$ cat src/rtl/txgfskshape_if.sv
// Bit-stream and deviation bundle between the TX bit assembler and the GFSK pulse shaper.
//
// Signals:
//   p_1us         one-cycle bit strobe, nominally every 6 clocks
//   txbit         serial TX bit, sampled when p_1us is high
//   txbit_period  marks txbit as part of a burst (only meaningful on p_1us)
//   freq_dev      signed two's-complement deviation word, full scale +/-64
//   tx_on         high while the shaper is transmitting or flushing
//   tx_bitcnt     valid bits accepted in the current burst
//
// Modports:
//   master  bit assembler side (drives the bit stream, observes the shaper)
//   slave   pulse shaper side
interface txgfskshape_if;
  logic              p_1us;
  logic              txbit;
  logic              txbit_period;
  logic signed [7:0] freq_dev;
  logic              tx_on;
  logic [10:0]       tx_bitcnt;

  modport master (
    output p_1us,
    output txbit,
    output txbit_period,
    input  freq_dev,
    input  tx_on,
    input  tx_bitcnt
  );

  modport slave (
    input  p_1us,
    input  txbit,
    input  txbit_period,
    output freq_dev,
    output tx_on,
    output tx_bitcnt
  );
endinterface

$ cat src/rtl/txgfskshape.sv
// GFSK transmit pulse shaper.
//
// Consumes the serial txbit stream (one bit per p_1us strobe) and produces a signed frequency
// deviation word every clock using a 3-bit-span Gaussian-approximating FIR at 6 samples per
// bit. Bursts are sequenced Idle -> Active -> Flush -> Idle; the flush shifts invalid symbols
// through the history so the deviation tapers smoothly to zero before tx_on drops.
//
// Ports:
//   clk_6M  6 MHz system clock
//   rstz    asynchronous active-low reset
//   bus     txgfskshape_if.slave: p_1us/txbit/txbit_period in, freq_dev/tx_on/tx_bitcnt out
module txgfskshape (
  input logic          clk_6M,
  input logic          rstz,
  txgfskshape_if.slave bus
);

  typedef enum logic [1:0] {
    StIdle   = 2'd0,
    StActive = 2'd1,
    StFlush  = 2'd2
  } state_e;

  localparam logic [2:0]  PhLast = 3'd5;
  localparam logic [10:0] CntMax = 11'd2047;

  state_e            state_q;
  // History entries: index 0 = next, 1 = current, 2 = previous.
  logic [2:0]        hist_vld_q;
  logic [2:0]        hist_bit_q;
  logic [2:0]        ph_q;
  logic [1:0]        flush_cnt_q;
  logic signed [7:0] freq_dev_q;
  logic              tx_on_q;
  logic [10:0]       tx_bitcnt_q;

  logic              strobe_on;
  logic              strobe_off;
  logic [2:0]        hist_vld_shift;
  logic [2:0]        hist_bit_shift;
  logic [10:0]       bitcnt_inc;
  logic signed [7:0] f_sum;

  // Outer (next/previous) tap weights; a[ph] + b[ph] + a[5-ph] = 64 for every phase.
  function automatic logic [5:0] coef_a(input logic [2:0] p);
    logic [5:0] c;
    case (p)
      3'd0:    c = 6'd0;
      3'd1:    c = 6'd1;
      3'd2:    c = 6'd2;
      3'd3:    c = 6'd4;
      3'd4:    c = 6'd7;
      3'd5:    c = 6'd11;
      default: c = 6'd0;
    endcase
    return c;
  endfunction

  // Centre tap weights.
  function automatic logic [5:0] coef_b(input logic [2:0] p);
    logic [5:0] c;
    case (p)
      3'd0:    c = 6'd53;
      3'd1:    c = 6'd56;
      3'd2:    c = 6'd58;
      3'd3:    c = 6'd58;
      3'd4:    c = 6'd56;
      3'd5:    c = 6'd53;
      default: c = 6'd0;
    endcase
    return c;
  endfunction

  // Symbol times weight: +c for a valid 1, -c for a valid 0, 0 for an invalid slot.
  function automatic logic signed [7:0] weigh(input logic vld, input logic b,
                                              input logic [5:0] c);
    logic signed [7:0] mag;
    logic signed [7:0] res;
    mag = signed'({2'b00, c});
    if (!vld) begin
      res = 8'sd0;
    end else if (b) begin
      res = mag;
    end else begin
      res = -mag;
    end
    return res;
  endfunction

  always_comb begin
    strobe_on  = bus.p_1us & bus.txbit_period;
    strobe_off = bus.p_1us & ~bus.txbit_period;

    // New entry is valid only when the strobe carries a burst bit.
    hist_vld_shift = {hist_vld_q[1:0], strobe_on};
    hist_bit_shift = {hist_bit_q[1:0], bus.txbit & strobe_on};

    bitcnt_inc = (tx_bitcnt_q == CntMax) ? tx_bitcnt_q : tx_bitcnt_q + 11'd1;

    // The true sum always lies in +/-64, so 8-bit wrapping arithmetic is exact.
    f_sum = weigh(hist_vld_q[0], hist_bit_q[0], coef_a(ph_q))
          + weigh(hist_vld_q[1], hist_bit_q[1], coef_b(ph_q))
          + weigh(hist_vld_q[2], hist_bit_q[2], coef_a(PhLast - ph_q));
  end

  always_ff @(posedge clk_6M or negedge rstz) begin
    if (!rstz) begin
      state_q     <= StIdle;
      hist_vld_q  <= '0;
      hist_bit_q  <= '0;
      ph_q        <= '0;
      flush_cnt_q <= '0;
      freq_dev_q  <= '0;
      tx_on_q     <= 1'b0;
      tx_bitcnt_q <= '0;
    end else begin
      // Phase restarts on every strobe; late strobes park it on the last sample.
      if (bus.p_1us) begin
        ph_q <= '0;
      end else if (ph_q != PhLast) begin
        ph_q <= ph_q + 3'd1;
      end

      freq_dev_q <= f_sum;

      unique case (state_q)
        StIdle: begin
          if (strobe_on) begin
            hist_vld_q  <= hist_vld_shift;
            hist_bit_q  <= hist_bit_shift;
            tx_bitcnt_q <= 11'd1;
            tx_on_q     <= 1'b1;
            state_q     <= StActive;
          end
        end

        StActive: begin
          if (strobe_on) begin
            hist_vld_q  <= hist_vld_shift;
            hist_bit_q  <= hist_bit_shift;
            tx_bitcnt_q <= bitcnt_inc;
          end else if (strobe_off) begin
            hist_vld_q  <= hist_vld_shift;
            hist_bit_q  <= hist_bit_shift;
            flush_cnt_q <= 2'd2;
            state_q     <= StFlush;
          end
        end

        StFlush: begin
          if (strobe_on) begin
            // Burst resumes: the gap slot stays in the history as a zero symbol.
            hist_vld_q  <= hist_vld_shift;
            hist_bit_q  <= hist_bit_shift;
            tx_bitcnt_q <= bitcnt_inc;
            state_q     <= StActive;
          end else if (strobe_off) begin
            hist_vld_q  <= hist_vld_shift;
            hist_bit_q  <= hist_bit_shift;
            flush_cnt_q <= flush_cnt_q - 2'd1;
            if (flush_cnt_q == 2'd1) begin
              // Third invalid shift: history is empty, force a clean zero output.
              hist_vld_q <= '0;
              hist_bit_q <= '0;
              freq_dev_q <= '0;
              tx_on_q    <= 1'b0;
              state_q    <= StIdle;
            end
          end
        end

        default: begin
          hist_vld_q <= '0;
          hist_bit_q <= '0;
          tx_on_q    <= 1'b0;
          state_q    <= StIdle;
        end
      endcase
    end
  end

  assign bus.freq_dev  = freq_dev_q;
  assign bus.tx_on     = tx_on_q;
  assign bus.tx_bitcnt = tx_bitcnt_q;

endmodule
$ cat src/flat_wrapper.sv
// flat-port wrapper written by rule: the top's interface ports become plain ports
module txgfskshape_flat 
  (clk_6M, rstz, bus_p_1us, bus_txbit, bus_txbit_period, bus_freq_dev, bus_tx_on, bus_tx_bitcnt);
  txgfskshape_if bus_i ();
  input logic clk_6M;
  input logic rstz;
  input wire logic [$bits(bus_i.p_1us)-1:0] bus_p_1us;
  input wire logic [$bits(bus_i.txbit)-1:0] bus_txbit;
  input wire logic [$bits(bus_i.txbit_period)-1:0] bus_txbit_period;
  output wire logic [$bits(bus_i.freq_dev)-1:0] bus_freq_dev;
  output wire logic [$bits(bus_i.tx_on)-1:0] bus_tx_on;
  output wire logic [$bits(bus_i.tx_bitcnt)-1:0] bus_tx_bitcnt;
  assign bus_i.p_1us = bus_p_1us;
  assign bus_i.txbit = bus_txbit;
  assign bus_i.txbit_period = bus_txbit_period;
  assign bus_freq_dev = bus_i.freq_dev;
  assign bus_tx_on = bus_i.tx_on;
  assign bus_tx_bitcnt = bus_i.tx_bitcnt;
  txgfskshape u_core (.clk_6M(clk_6M), .rstz(rstz), .bus(bus_i));
endmodule
$ cat config.mk
export PLATFORM = sky130hd
export DESIGN_NAME = txgfskshape_flat
export DESIGN_NICKNAME = d
export VERILOG_FILES = /design/src/rtl/txgfskshape_if.sv /design/src/rtl/txgfskshape.sv /design/src/flat_wrapper.sv
export SDC_FILE = /design/constraint.sdc
export NUM_CORES = 1
export LEC_CHECK = 0
export CORE_MARGIN = 5
export CORE_UTILIZATION = 58
export DETAILED_ROUTE_END_ITERATION = 8
export DONT_BUFFER_PORTS = 1
export MAX_ROUTING_LAYER = met4
export PLACE_DENSITY = 0.71
export SLEW_MARGIN = 10
export SYNTH_ARGS = -nofsm -noshare
export SYNTH_HDL_FRONTEND = slang
export SYNTH_SLANG_ARGS = --single-unit
$ cat constraint.sdc
create_clock -name clk_6M -period 10.05 [get_ports clk_6M]
set_clock_uncertainty 0.05 [all_clocks]
set_input_delay 2.01 -clock clk_6M [delete_from_list [all_inputs] [get_ports clk_6M]]
set_output_delay 2.01 -clock clk_6M [all_outputs]
set_load 0.05 [all_outputs]
Word level (Yosys, flattened, before mapping). Index checks and enable logic that the tools add are counted.

Equal/unequal tests: 26. Bitwise gates (word level): 5. Multipliers: 0. Shift-type cells: 0. Divide/modulo/power cells: 0. Multiplexer cells: 48. Add/sub/neg operators: 9. Reductions and logical operators: 14. Order comparisons: 0.

Operators by type and width (count): 8-bit 2-to-1 mux (10); 3-bit 2-to-1 mux (14); 4-bit case mux with 5 select lines (2); 11-bit 2-to-1 mux (3); 11-bit case mux with 2 select lines (1); 3-bit case mux with 3 select lines (2); 6-bit case mux with 3 select lines (1); 8-bit adder (2); 2-bit 2-to-1 mux (8); 4-bit negation with 8-bit output (2); 5-bit AND reduction (3); 3-bit by 2-bit == test with 1-bit output, second input constant (4); 3-bit == test, second input constant (4); 11-bit by 1-bit adder with 11-bit output, second input constant (1); 11-bit == test, second input constant (1); 2-bit by 1-bit inequality test with 1-bit output, second input constant (5); 3-bit by 1-bit inequality test with 1-bit output, second input constant (3); 6-bit negation with 8-bit output (1); 2-bit OR reduction (4); 3-bit by 1-bit == test with 1-bit output, second input constant (2); 2-bit inequality test, second input constant (3); 2-bit case mux with 3 select lines (1); 2-bit nonzero test (3); 2-bit by 1-bit == test with 1-bit output, second input constant (2); 14 further kinds (20).

Memories: 0. Word-level logic and storage cells: 110. Latch bits: 0. Output and inout bits: 20. Memory bits (read-only): 0. Bits of input ports: 5. Flip-flop bits (word level): 33. Bits in writable memories: 0.

Logic depth before layout (Yosys ltp). Gate-level depths: netlist of the first run.

Depth after elaboration: 12. Mapped depth: 18. Mapped depth without buffers: 18.

Worst setup path before layout of the first run. OpenSTA, ideal clock, no wires.

Kind: flip-flop to flip-flop. Start point: register u_core.ph_q[1]. End point: register u_core.freq_dev_q[7] (netlist: u_core.bus.freq_dev[7]). Cell stages (with the launch flop): 19. Path slack: 6.269 ns. Path buffers: 0. Library setup time: 0.121 ns. Clock period less this slack: 3.781 ns. Data required time: 9.879 ns. Arrival time: 3.610 ns. Path through: dfrtp_1 inv_1 ha_1 or2_2 o211ai_1 o21ai_0 nor3_1 ha_1 inv_1 mux2i_1 nand2_1 fa_1 inv_1 ha_1 nor2b_1 o31a_1 o22ai_1 xnor2_1 nor2_1.

Cells in the longest elaborated chain, start to end: 12. Elaborated cells on any way between the ends: 33. Classes of those cells: add/sub (6); eq/ne (10); mux (13); reduce/logical (4).

RTL lines: start, declared (RTL line txgfskshape.sv:31) `logic [2:0] ph_q;`; start signal, assigned (RTL line txgfskshape.sv:121) `ph_q <= ph_q + 3'd1;`; 3-bit == test (tied with other cells) (RTL line txgfskshape.sv:47, txgfskshape.sv:62); 2-bit OR reduction (no source line); 6-bit case mux with 3 select lines (RTL line txgfskshape.sv:62) `case (p)`; 6-bit negation with 8-bit output (RTL line txgfskshape.sv:85) `res = -mag;`; 8-bit 2-to-1 mux (RTL line txgfskshape.sv:82) `end else if (b) begin`; 8-bit 2-to-1 mux (RTL line txgfskshape.sv:80) `if (!vld) begin`; 8-bit adder (RTL line txgfskshape.sv:102) `+ weigh(hist_vld_q[1], hist_bit_q[1], coef_b(ph_q))`; 8-bit adder (*) (RTL line txgfskshape.sv:103) `+ weigh(hist_vld_q[2], hist_bit_q[2], coef_a(PhLast - ph_q));`; 8-bit 2-to-1 mux (RTL line txgfskshape.sv:161) `if (flush_cnt_q == 2'd1) begin`; 8-bit 2-to-1 mux (RTL line txgfskshape.sv:157) `end else if (strobe_off) begin`; 8-bit 2-to-1 mux (RTL line txgfskshape.sv:151) `if (strobe_on) begin`; 8-bit 2-to-1 mux (*) (RTL line txgfskshape.sv:126) `unique case (state_q)`; end signal, assigned (RTL line txgfskshape.sv:124) `freq_dev_q <= f_sum;`; end, declared (RTL line txgfskshape.sv:33) `logic signed [7:0] freq_dev_q;`.

Mark *: on every way between the ends. The rest lies on a longest branch, timed or not. A chain may end at the register's enable or synchronous reset.

Worst setup path after layout of the first run. Ends and elaborated chain as after synthesis.

==> results.py, run 1 <==
metrics = {
    "setup_path": {
        "crit_path_cell_trace": "inv_1, ha_1, or2_2, o211ai_1, o21ai_0, nor3_1, ha_1, inv_1, mux2i_1, nand2_1, fa_1, inv_1, ha_1, nor2b_1, o31a_1, o22ai_1, xnor2_1, nor2_1",
        "critPathRequiredTime_ns": 10.15,
        "path_buf_inv": 3,
        "setup.worst_path.start_class": "register",
        "path_max_fanout": 10,
        "arrival_ns": 4.25,
        "worst_path_largest_cell_delay_ns": 0.54,
        "critPathSlowestCell": "fa_1",
        "cp_top_family": "adder cells",
        "critical_path_class": "reg -> reg",
        "end_kind": "register",
    },
    "timing": {
        "fmax_ghz": 0.241,
        "period_minus_slack_ns": 4.14,
        "fin_crit_sh": 0.412,
        "max_slew_margin": 0.589,
        "final_max_slew_viol_count": 0,
        "setup_tns_ns": 0,
        "tightest_slew_ns": 0.608,
        "setup_violations": 0,
        "hold_violations": 0,
        "rsz0062_at_grt": "no",
    },
    "yosys": {
        "synth_common_cells": "33 x dfrtp_1, 33 x inv_1, 32 x nand2_1, 28 x ha_1, 25 x nor2_1",
        "syn_area_mm2": 0.00262,
        "yosysTopAreaCellShare": 0.315,
        "ys_warn_count": 0,
        "yosysTopAreaCell": "dfrtp_1",
        "yosysSeqAreaShare": 0.315,
        "synth_ff_type": "dfrtp_1",
        "synth_cell_types": 50,
        "synth_nets": 337,
        "synth_async_sr_flop_share": 1.00,
        "synth_area_per_cell_um2": 8.84,
        "netlist_instances": 296,
        "synth_area_leaders": "dfrtp_1 32%, ha_1 13%, fa_1 6.1%, inv_1 4.7%, nand2_1 4.6%",
        "synth_seq_cells": 33,
        "synth_edf_count": 0,
    },
    "cts": {
        "cts-buffers-inserted": 5,
        "ctsHoldBuffers": 0,
        "cts_htree_levels": 2,
        "clock-root-buffer": "clkbuf_8",
        "clock_sinks": 33,
        "clk_pin_slew_worst_paths_ns": 0.07,
        "cts_resized": 0,
        "clockBufferDepth": 2,
        "post-cts-setup-buffers": 0,
        "clock_latency_ns": 0.29,
        "cts_tree": "done",
    },
    "finish": {
        "fillers": 359,
        "regArea_um2": 826,
        "final_nets": 334,
        "multiInputGateArea_mm2": 0.00162,
        "area.growth.synth_to_final_pct": 5.21,
        "diodes": 0,
        "drive_gt1_frac": 0.0510,
    },
    "routing": {
        "vias": 1974,
        "post_drt_via_cell_ratio": 5.71,
        "drc_errors": 0,
        "drt-wirelength-per-cell_um": 14.3,
        "drtIter0Drc": 75,
        "drtAntennaViolNets": 0,
        "first_pass_iters": 4,
        "drt_wl_total_um": 4940,
    },
    "global_route": {
        "grt_pass1_vias": 1886,
        "grt_overflow": 0,
        "grt_use_total": 0.178,
        "antenna_found_initial": 0,
        "grt_pass1_wl_um": 8540,
        "grt_start_max_net_pins": 34,
    },
    "die": {
        "ioPinCount": 25,
        "start_util": 0.601,
        "die_area_mm2": 0.00596,
        "fp.dieW_um": 77.2,
        "core_mm2": 0.00435,
        "fp.dieH_um": 77.2,
        "row_count": 24,
    },
    "hold_path": {
        "hp-class": "reg -> reg",
    },
    "power_and_ir_drop": {
        "powerDensity_mw_per_mm2": 274,
        "power_uw": 753,
        "leakage_nw": 1.32,
        "vdd_drop_max_uv": 115,
    },
    "status": {
        "run_status": "finished clean",
    },
    "placement": {
        "globalplace.congestion": 0.899,
        "dp_hpwl_um": 3770,
        "io_buffers": 0,
    },
    "flow_run": {
        "maxCapViolCount": 0,
    },
}
[routing by layer]
| layer | global-route usage | part of all wire | vias up |
|---|---|---|---|
| li1 | - | - | 1015 |
| met1 | 0.232 | 0.50 | 918 |
| met2 | 0.271 | 0.44 | 36 |
| met3 | 0.0527 | 0.047 | 5 |
| met4 | 0.0464 | 0.011 | 0 |
| met5 | - | 0 | - |
[cell usage in the layout (no fill, tap or decap), types with 2 or more instances in the layout]
| master | n |
|---|---|
| a21oi_1 | 8 |
| o41ai_1 | 3 |
| a21boi_0 | 2 |
| fa_1 | 8 |
| inv_1 | 33 |
| a211oi_1 | 4 |
| mux2_2 | 3 |
| a22oi_1 | 2 |
| xnor2_1 | 9 |
| nor3b_1 | 2 |
| nor2b_1 | 8 |
| nand2b_1 | 5 |
| mux2i_1 | 3 |
| or2_2 | 2 |
| nand2_1 | 32 |
| nor4b_1 | 2 |
| o22ai_1 | 4 |
| xor2_1 | 3 |
| and3_1 | 3 |
| nor3_1 | 9 |
| nand4_1 | 2 |
| or3b_1 | 2 |
| nor2_1 | 25 |
| o31ai_1 | 2 |
| ha_1 | 28 |
| o21ai_0 | 9 |
| nand3_1 | 10 |
| o211ai_1 | 4 |
| clkbuf_8 | 6 |
| a22o_1 | 5 |
| dfrtp_1 | 33 |
| o21a_1 | 2 |
| a21o_1 | 4 |
[cell families after synthesis]
group | after synthesis | synth area share
flops | 33 | 0.315
simple gates | 106 | 0.197
compound gates | 60 | 0.163
fa+ha+maj | 36 | 0.195
buf+inv | 43 | 0.0645
xor+xnor | 12 | 0.0402
mux | 6 | 0.0244
[stage by stage]
stage               setup WS (ns)  hold WS, ns  cell area [um2]  utilization  std cells
floorplan                    6.27        0.460             2620            -        296
global placement             6.05        0.490             2640        0.606        338
detailed placement           5.92        0.504             2640        0.606        338
CTS                          5.90        0.511             2750        0.632        346
global route                 5.47        0.542             2750        0.632        346
finish                       5.91        0.513             2750        0.632        346
[worst reg2reg max path, delay by kind of cell, from the launching register on]
family | cells | cell delay (ns)
adders and majority gates | 4 | 1.29
and+or+nand+nor | 5 | 0.86
AOI/OAI and AO/OA | 4 | 0.76
DFF | 1 | 0.53
buffers and inverters | 3 | 0.26
xor gates and xnor gates | 1 | 0.14
muxes | 1 | 0.12
[area by class of cell]
type	instances	area share
Inverter	33	0.0450
Tap cell	52	0.0236
Clock inverter	1	0.0109
Sequential cell	33	0.300
Clock buffer	7	0.0313
Multi-Input combinational cell	220	0.589
[flip-flops by register name, indices dropped and copies added (netlist names)]
signal,count
u_core.ph_q,3
u_core.bus.freq_dev,8
u_core.flush_cnt_q,2
u_core.bus.tx_bitcnt,11
u_core.hist_vld_q,3
u_core.hist_bit_q,3
u_core.state_q,2
u_core.bus.tx_on,1
[final timing paths]
check / from / endpoint / slack, ns / cells after the start
hold / removal: u_core.ph_q[0] / u_core.ph_q[0] / 0.51 / 1
min in group asynchronous: rstz / u_core.bus.tx_bitcnt[7] / 1.36 / 0
max in group asynchronous: rstz / u_core.ph_q[0] / 8.50 / 0
setup / recovery: u_core.ph_q[1] / u_core.bus.freq_dev[7] / 5.91 / 18
setup reg to reg: u_core.ph_q[1] / u_core.bus.freq_dev[7] / 5.91 / 18
hold reg to reg: u_core.ph_q[0] / u_core.ph_q[0] / 0.51 / 1
[where the power goes]
group	internal (mW)	leakage (nW)	total, mW	switching, mW
Clock	0.0808	0.0585	0.130	0.0491
Sequential	0.172	0.434	0.288	0.115
Combinational	0.149	0.832	0.336	0.187
Total	0.401	1.32	0.753	0.352
Power figures use the tool's default switching activity.
==> run 2, diff against run 1 <==
==> constraint.sdc (replaced) <==
create_clock -name clk_6M -period 4.3 [get_ports clk_6M]
set_clock_uncertainty 0.05 [all_clocks]
set_input_delay 0.86 -clock clk_6M [delete_from_list [all_inputs] [get_ports clk_6M]]
set_output_delay 0.86 -clock clk_6M [all_outputs]
set_load 0.05 [all_outputs]
==> run 2 against run 1 <==
First-iteration DRC count decreased by 36%. Global-route usage is essentially flat. Via count up 0.46%. Total power grew 120%. Final cell count grew 0.58%. Die area unchanged. Worst hold slack got worse by 0.30 ns. Critical path type unchanged.
==> results.py, run 2 (synthesis gave the netlist of run 1 again) <==
metrics = {
    "die": {
        "fp.dieH_um": 77.2,
        "core_mm2": 0.00435,
        "fp.dieW_um": 77.2,
        "die_area_mm2": 0.00596,
        "ioPinCount": 25,
        "row_count": 24,
        "start_util": 0.601,
    },
    "finish": {
        "final_nets": 336,
        "drive_gt1_frac": 0.0608,
        "diodes": 0,
        "stdcell_area_mm2": 0.00274,
        "area.growth.synth_to_final_pct": 4.64,
        "final_util": 0.629,
        "largest_reg_flops": 11,
        "final_cell_mix": "33 x inv_1, 33 x dfrtp_1, 32 x nand2_1",
    },
    "global_route": {
        "grt_use_total": 0.178,
        "grt_pass1_wl_um": 8540,
        "antenna_found_initial": 0,
        "grt_overflow": 0,
        "grt_pass1_vias": 1803,
        "grt_start_max_net_pins": 34,
    },
    "setup_path": {
        "critical_path_class": "reg -> reg",
        "end_kind": "register",
        "cp-endpoint": "u_core.bus.freq_dev[7]",
        "path_max_fanout": 7,
        "r2r-end": "u_core.bus.freq_dev[7]",
        "worst_r2r_startpoint": "u_core.ph_q[0]",
        "setup.worst_path.start_class": "register",
        "crit_start": "u_core.ph_q[0]",
        "critPathRequiredTime_ns": 4.40,
        "r2r_cells": 18,
        "arrival_ns": 3.99,
        "ff2ff_setup_slack_ns": 0.41,
    },
    "power_and_ir_drop": {
        "pwr-share-clk": 0.136,
        "powerDensity_mw_per_mm2": 615,
        "power_mw": 1.68,
        "swShare": 0.488,
        "p_seq_frac": 0.394,
        "p_switching_uw": 822,
        "internal_power_uw": 863,
        "leakage_nw": 1.32,
        "vdd_drop_max_uv": 341,
        "power_frac_comb": 0.470,
    },
    "routing": {
        "drtIter0Drc": 48,
        "drtAntennaViolNets": 0,
        "first_pass_iters": 4,
        "drc_errors": 0,
        "vias": 1983,
        "post_drt_via_cell_ratio": 5.70,
        "drt_wl_total_um": 4920,
        "drt-wirelength-per-cell_um": 14.1,
    },
    "timing": {
        "hold_violations": 0,
        "period_minus_slack_ns": 3.89,
        "setup_violations": 0,
        "fmax_ghz": 0.257,
        "setup_tns_ns": 0,
        "rsz0062_at_grt": "no",
        "tightest_slew_ns": 0.602,
        "fin_crit_sh": 0.906,
        "final_max_slew_viol_count": 0,
        "max_slew_margin": 0.598,
    },
    "flow_run": {
        "maxCapViolCount": 0,
    },
    "cts": {
        "clock-root-buffer": "clkbuf_8",
        "cts_resized": 0,
        "post-cts-setup-buffers": 0,
        "clk_pin_slew_worst_paths_ns": 0.07,
        "clock_sinks": 33,
        "cts-buffers-inserted": 5,
        "clockBufferDepth": 2,
        "cts_tree": "done",
        "clock_latency_ns": 0.29,
        "cts_htree_levels": 2,
        "ctsHoldBuffers": 0,
    },
    "placement": {
        "dp_hpwl_um": 3800,
        "io_buffers": 0,
        "place_area_mm2": 0.00265,
        "globalplace.congestion": 0.866,
    },
    "status": {
        "run_status": "finished clean",
    },
    "hold_path": {
        "hp-class": "in -> async",
    },
}
run 2: how the worst min path moves through the flow:
stage / end / slack (ns) / cells past startpoint
2_1_floorplan: u_core.ph_q[0] / 0.46 / 1
3_3_place_gp: u_core.ph_q[0] / 0.47 / 1
3_5_place_dp: u_core.ph_q[0] / 0.49 / 1
4_1_cts: u_core.hist_vld_q[2] / 0.20 / 0
5_1_grt: u_core.bus.tx_bitcnt[1] / 0.19 / 0
6_report: u_core.bus.tx_bitcnt[6] / 0.21 / 0
run 2: power by group through the flow:
stage | clock network, mW | logic [mW] | registers (mW)
2_1_floorplan | 0 | 0.687 | 0.625
3_3_place_gp | 0 | 0.775 | 0.669
3_5_place_dp | 0 | 0.788 | 0.671
4_1_cts | 0.239 | 0.795 | 0.664
5_1_grt | 0.259 | 0.913 | 0.680
6_report | 0.228 | 0.792 | 0.664
run 2: layout make-up:
class / count / area [um2]
clock buffer: 5 / 68.8
clock inverter: 3 / 17.5
fill: 386 / 1620
inverter: 33 / 124
multi-input combinational: 220 / 1620
sequential: 33 / 826
tap: 52 / 65.1
timing repair buffer: 2 / 15.0
run 2: per-stage QoR:
step | hold slack (ns) | setup WS, ns | cells
finish | 0.210 | 0.406 | 348
global route | 0.188 | 0.0621 | 348
CTS | 0.201 | 0.385 | 348
detailed placement | 0.493 | 0.416 | 340
global placement | 0.472 | 0.505 | 340
floorplan | 0.460 | 0.519 | 296
run 2: critical path: stages (launching register included):
cell	delay (ns)
dfrtp_1	0.43
inv_1	0.10
ha_1	0.28
or2_2	0.33
o211ai_1	0.15
o21ai_0	0.17
nor3_1	0.21
ha_1	0.14
inv_1	0.03
mux2i_1	0.11
nand2_1	0.09
fa_1	0.54
inv_1	0.04
ha_1	0.31
nor2b_1	0.16
o31a_1	0.25
o22ai_1	0.16
xnor2_1	0.14
nor2_1	0.05
run 2: layer usage:
layer,vias to the layer above,GRT usage,part of all wire
met5,-,-,0
met4,0,0.0481,0.0053
met3,4,0.0480,0.048
met2,43,0.262,0.45
met1,919,0.241,0.49
li1,1017,-,-
